**config.mk**
```make
export PLATFORM = sky130hd
export DESIGN_NAME = lane_packer
export DESIGN_NICKNAME = d
export VERILOG_FILES = /design/src/rtl/lane_packer_pkg.sv /design/src/rtl/lane_packer.sv
export SDC_FILE = /design/constraint.sdc
export NUM_CORES = 1
export LEC_CHECK = 0
export CAP_MARGIN = 20
export CORE_UTILIZATION = 43
export CTS_BUF_LIST = sky130_fd_sc_hd__clkbuf_4
export CTS_CLUSTER_SIZE = 40
export DETAILED_ROUTE_END_ITERATION = 6
export PLACE_DENSITY = 0.78
export SETUP_SLACK_MARGIN = 0.5
export SLEW_MARGIN = 20
export SYNTH_ARGS = -nofsm -noshare
export SYNTH_HDL_FRONTEND = slang
export SYNTH_SLANG_ARGS = --single-unit
```
**constraint.sdc**
```tcl
create_clock -name clk -period 1.26 [get_ports clk]
set_clock_uncertainty 0.1 [all_clocks]
set_input_delay 0.252 -clock clk [delete_from_list [all_inputs] [get_ports clk]]
set_output_delay 0.252 -clock clk [all_outputs]
set_load 0.02 [all_outputs]
```
**src/rtl/lane_packer_pkg.sv**
```systemverilog
// Shared constants and state type for the lane packer and max-reduction path.
package lane_packer_pkg;
  localparam int NUM_LANES  = 4;
  localparam int LANE_IDX_W = 2;
  localparam int LANE_CNT_W = 3;

  typedef enum logic {
    FILL = 1'b0,
    HOLD = 1'b1
  } state_t;
endpackage

```
**src/rtl/lane_packer.sv**
```systemverilog
// Serial-to-parallel packer: gathers WIDTH-bit samples into a 4-lane word,
// with early flush producing a zero-padded partial word plus lane mask.
module lane_packer
  import lane_packer_pkg::*;
#(
  parameter int WIDTH = 4
) (
  input  logic                       clk,
  input  logic                       reset,
  input  logic [WIDTH-1:0]           in_value,
  input  logic                       in_valid,
  output logic                       in_ready,
  input  logic                       flush,
  output logic [NUM_LANES*WIDTH-1:0] lane_values,
  output logic [NUM_LANES-1:0]       lane_mask,
  output logic [LANE_CNT_W-1:0]      lane_count,
  output logic                       out_valid,
  input  logic                       out_ready
);

  state_t                state_q;
  state_t                state_d;
  logic [LANE_IDX_W-1:0] idx_q;
  logic                  accept;
  logic                  clear;
  logic                  last_lane;

  assign in_ready  = (state_q == FILL) && !reset;
  assign accept    = in_valid && in_ready;
  assign last_lane = (idx_q == LANE_IDX_W'(NUM_LANES - 1));

  always_comb begin
    state_d = state_q;
    clear   = 1'b0;
    unique case (state_q)
      FILL: begin
        if (accept && (last_lane || flush))
          state_d = HOLD;
        else if (flush && idx_q != '0)
          state_d = HOLD;
      end
      HOLD: begin
        if (out_valid && out_ready) begin
          state_d = FILL;
          clear   = 1'b1;
        end
      end
      default: state_d = FILL;
    endcase
  end

  always_ff @(posedge clk) begin
    if (reset) begin
      state_q    <= FILL;
      idx_q      <= '0;
      lane_count <= '0;
      out_valid  <= 1'b0;
    end else begin
      state_q   <= state_d;
      out_valid <= (state_d == HOLD);
      if (clear) begin
        idx_q      <= '0;
        lane_count <= '0;
      end else if (accept) begin
        idx_q      <= idx_q + 1'b1;
        lane_count <= lane_count + 1'b1;
      end
    end
  end

  // Each lane owns its slice; only the lane under idx is written on accept.
  for (genvar i = 0; i < NUM_LANES; i++) begin : g_lane
    logic we;
    assign we = accept && (idx_q == LANE_IDX_W'(i));

    always_ff @(posedge clk) begin
      if (reset || clear) begin
        lane_values[i*WIDTH +: WIDTH] <= '0;
        lane_mask[i]                  <= 1'b0;
      end else if (we) begin
        lane_values[i*WIDTH +: WIDTH] <= in_value;
        lane_mask[i]                  <= 1'b1;
      end
    end
  end

endmodule

```
Word-level counts from Yosys, hierarchy flattened:

Cells that the tools add are included.

* flip-flop bits (word level): 26
* output and inout port bits: 25
* input bits: 9

* reduce and logical (&&, ||, !) cells: 15
* bitwise logic cells: 1
* eq/ne operators: 3
* $add $sub $neg: 2
* multiplexer cells: 6

Operators with widths (count)
* logical AND 1 bit: 9
* 2-to-1 mux 1 bit: 5
* equality test 2 bit (second input constant): 2
* adder 3 x 1 -> 3 bit (second input constant): 1
* adder 2 x 1 -> 2 bit (second input constant): 1
* equality test 2 x 1 -> 1 bit (second input constant): 1
* logical NOT 2 bit: 1
* logical OR 1 bit: 2
* one-hot mux 1 bit (2 select lines): 1
* nonzero test 2 bit: 1
* OR reduction 2 bit: 1
* logical NOT 1 bit: 1
* NOT 1 bit: 1

Longest topological paths before layout:

Gate-level depths: netlist of the first run.

* depth after elaboration: 6
* gate-level depth with buffers: 6
* gate-level depth less buffers: 5

Worst setup path before layout of the first run:

No wires, ideal clock.

* kind: reg2reg
* start: reg idx_q[0]
* end: reg lane_values[0]
* stages on the path, launching flop included: 7
* slack: -0.103 ns
* clock period less this slack: 1.363 ns
* arrival time: 1.149 ns
* required time: 1.046 ns
* cell sequence: dfxtp_1 -> inv_1 -> ha_1 -> and4bb_2 -> buf_6 -> mux2i_1 -> nor2_1

* cells in the longest elaborated chain, start to end: 2

RTL lines
* start, declared: RTL line lane_packer.sv:23 `logic [LANE_IDX_W-1:0] idx_q;`
* start signal, assigned: RTL line lane_packer.sv:65 `idx_q <= idx_q + 1'b1;`
* logical NOT 2 bit: RTL line lane_packer.sv:74 `assign we = accept && (idx_q == LANE_IDX_W'(i));`
* logical AND 1 bit: RTL line lane_packer.sv:74
* end signal, assigned by index: RTL line lane_packer.sv:81 `lane_values[i*WIDTH +: WIDTH] <= in_value;`
* end, declared: RTL line lane_packer.sv:14 `output logic [NUM_LANES*WIDTH-1:0] lane_values,`

Every way passes these cells.
A chain may end at the register's enable or synchronous reset.

Final worst setup path of the first run:

* start: reg idx_q[0]
* end: reg lane_values[3]

The elaborated chain is that of the path after synthesis.

==> summary.md, run 1 <==
| Metric | Value |
|---|---|
| Path type of the worst setup path | `register to register` |
| Synth Instances | `103` |
| Mapped Avg Cell Area | `10.68 um2` |
| Final setup violation count | `22` |
| Ant diodes | `0` |
| Min-delay worst type | `register to register` |
| Post-route design area | `1787 um2` |
| Drt total wl | `2674 um` |
| Synth Warn # | `0` |
| Synth top area share | `47.33%` |
| CP Capture Type | `register` |
| Pleak | `0.7268 nW` |
| Final-report hold violation count | `0` |
| Worst-margin pin slew | `230.0 ps` |
| Clock Latency Late Sink | `320 ps` |
| Core Region | `2318 um2` |
| Worst-path fanout max | `5` |
| CP max-delay cell | `dfxtp_4` |
| First-pass GRT wire length | `4146 um` |
| DRT iter0 DRCs | `12` |
| Initial antenna violation count | `0` |
| Final nets | `166` |
| Crit path DAT | `1550 ps` |
| Critical path launch point type | `register` |
| Synth cell types | `13` |
| CTS H-tree depth | `1` |
| DR WL/cell | `14.94 um` |
| Drt via density | `5.112` |
| Fill count | `152` |
| Clock root cell | `clkbuf_4` |
| CTS tree | `built` |
| Sum Neg Setup Slack | `-1991 ps` |
| Post-DP Area | `1521 um2` |
| RSZ-0062 raised after global routing | `true` |
| ANT nets after route | `0` |
| Slew headroom | `84.65%` |
| DR DRC count | `0` |
| Fin worst setup slack | `-158.7 ps` |
| CTS Buffer Depth | `2` |
| Register area share after synthesis | `47.33%` |
| Fmax | `704.8 MHz` |
| Top cells by area, synth | `dfxtp_1 (47%), mux2i_1 (16%), nor2_1 (10%)` |
| Clock transition at path regs | `140 ps` |
| Failing checks | `setup timing` |
| Row count | `17` |
| Dpl hpwl | `1697 um` |
| Placement Setup Slack | `-484.0 ps` |
| Mapped Area | `1100 um2` |
| Via count | `915` |
| Largest net degree at the start of global routing | `16` |
| Final period util | `112.6%` |
| CP required | `1390 ps` |
| CTS Sinks | `26` |
| Grt total ovfl | `0` |
| Yosys top cell by area | `dfxtp_1` |
| Layout area overhead | `62.46%` |
| Most common cell after layout, fill and taps aside | `buf_6` |
| Die height | `52.58 um` |
| Min Tclk post-route | `1419 ps` |
| Total GRT Usage | `21.14%` |
| Cts bufs inserted | `3` |
| Yosys reg bits | `26` |
| Placer Congestion | `0.7384` |
| Boundary pin count | `34` |
| Post-Syn Nets | `117` |
| Die W | `52.58 um` |
| Share of cells above drive strength 1 | `60.93%` |
| Most frequent cells in the layout | `buf_6 (30), nor2_1 (27), dfxtp_2 (23)` |
| CP peak stage delay | `410 ps` |
| Initial Util | `47.44%` |
| PortBufs | `33` |
| Crit path cell chain | `inv_4, ha_4, and4bb_4, mux2i_1, nor2_1` |
| DR pass1 iterations | `4` |
| Die ar. | `2764 um2` |
| Vias in the first global route | `958` |
| VDD IR max | `752.7 uV` |
| Max Slew Vio Count | `0` |
| Max_cap viols | `0` |
| Pwr Density | `1007 nW/um2` |
| Outcome | `complete, but fails checks` |
## critical path, delay by kind of cell (launching register included)
kind          cells  cell delay (ps)
fa+ha+maj         1              140
buf+inv           1               80
flops             1              410
mux               1              240
simple gates      2              360
## synthesized netlist by cell type
| cell | instances |
|---|---|
| xnor2_1 | 3 |
| nor2b_1 | 1 |
| ha_1 | 5 |
| a21o_2 | 1 |
| nor2_1 | 30 |
| and4bb_2 | 5 |
| mux2i_1 | 18 |
| nor3_1 | 3 |
| inv_1 | 2 |
| buf_6 | 5 |
| buf_4 | 3 |
| nor3b_4 | 1 |
| dfxtp_1 | 26 |
## final timing paths
| check | start | to | slack [ps] | cells after the start |
|---|---|---|---|---|
| max | idx_q[0] | lane_values[3] | -160 | 5 |
| min | lane_mask[3] | lane_mask[3] | 390 | 2 |
| min reg2reg | lane_mask[3] | lane_mask[3] | 390 | 2 |
| max reg2reg | idx_q[0] | lane_values[3] | -160 | 5 |
## timing repair
item	4_1_cts	5_1_grt
resized for setup	177	14
hold buffers	0	0
pin swaps	8	8
endpoints found under the setup margin	51	51
buffers inserted	5	2
## cell families (layout without fill, tap and decap cells)
| family | after synthesis | after routing | share of synthesized area [%] |
|---|---|---|---|
| mux | 18 | 18 | 16.38 |
| fa+ha+maj | 5 | 5 | 5.688 |
| xor+xnor | 3 | 3 | 2.390 |
| compound gates | 1 | 1 | 0.7965 |
| simple gates | 40 | 40 | 19.57 |
| buf+inv | 10 | 58 | 7.850 |
| flops | 26 | 26 | 47.33 |
## metrics by stage
stage / total power (W) / utilization [%] / hold slack, ps / cells
2_1_floorplan: 0.001033 / - / 299.2 / 103
6_report: 0.001799 / 77.06 / 394.1 / 179
3_5_place_dp: 0.001160 / 65.62 / 352.5 / 168
5_1_grt: 0.001888 / 77.06 / 437.1 / 179
3_3_place_gp: 0.001152 / 65.62 / 340.5 / 168
4_1_cts: 0.001772 / 73.72 / 400.9 / 177
## layout make-up
cell class	instances	area, um2	share of cell area, %
Tap cell	28	35.03	1.961
Inverter	2	12.51	0.7003
Multi-Input combinational cell	67	584.3	32.70
Timing Repair Buffer	52	545.5	30.53
Clock inverter	1	30.03	1.681
Clock buffer	3	22.52	1.261
Sequential cell	26	556.8	31.16
## where the power goes
group	internal (W)	switching (W)
logic	0.000196	0.000146
registers	0.000851	0.0000307
clock network	0.000322	0.000254
total	0.00137	0.000431
## per-layer routing
metal | GRT usage (%) | vias up | share of wire [%]
li1 | - | 435 | -
met1 | 24.06 | 438 | 41
met2 | 37.55 | 36 | 51
met3 | 3.768 | 6 | 5.0
met4 | 10.09 | 0 | 2.4
met5 | 0 | - | 0
## flip-flops by register name, summed over array words and instances, names as in the netlist
name / count
idx_q: 2
lane_values: 16
state_q: 1
lane_count: 3
lane_mask: 4
No activity file was read; power rests on OpenSTA's default activity.
==> run 2, diff against run 1 <==
RECOVER_POWER = 25   (was not set)
==> results of run 2 <==
The final DEF is identical to that of run 1; final timing and power are the same.
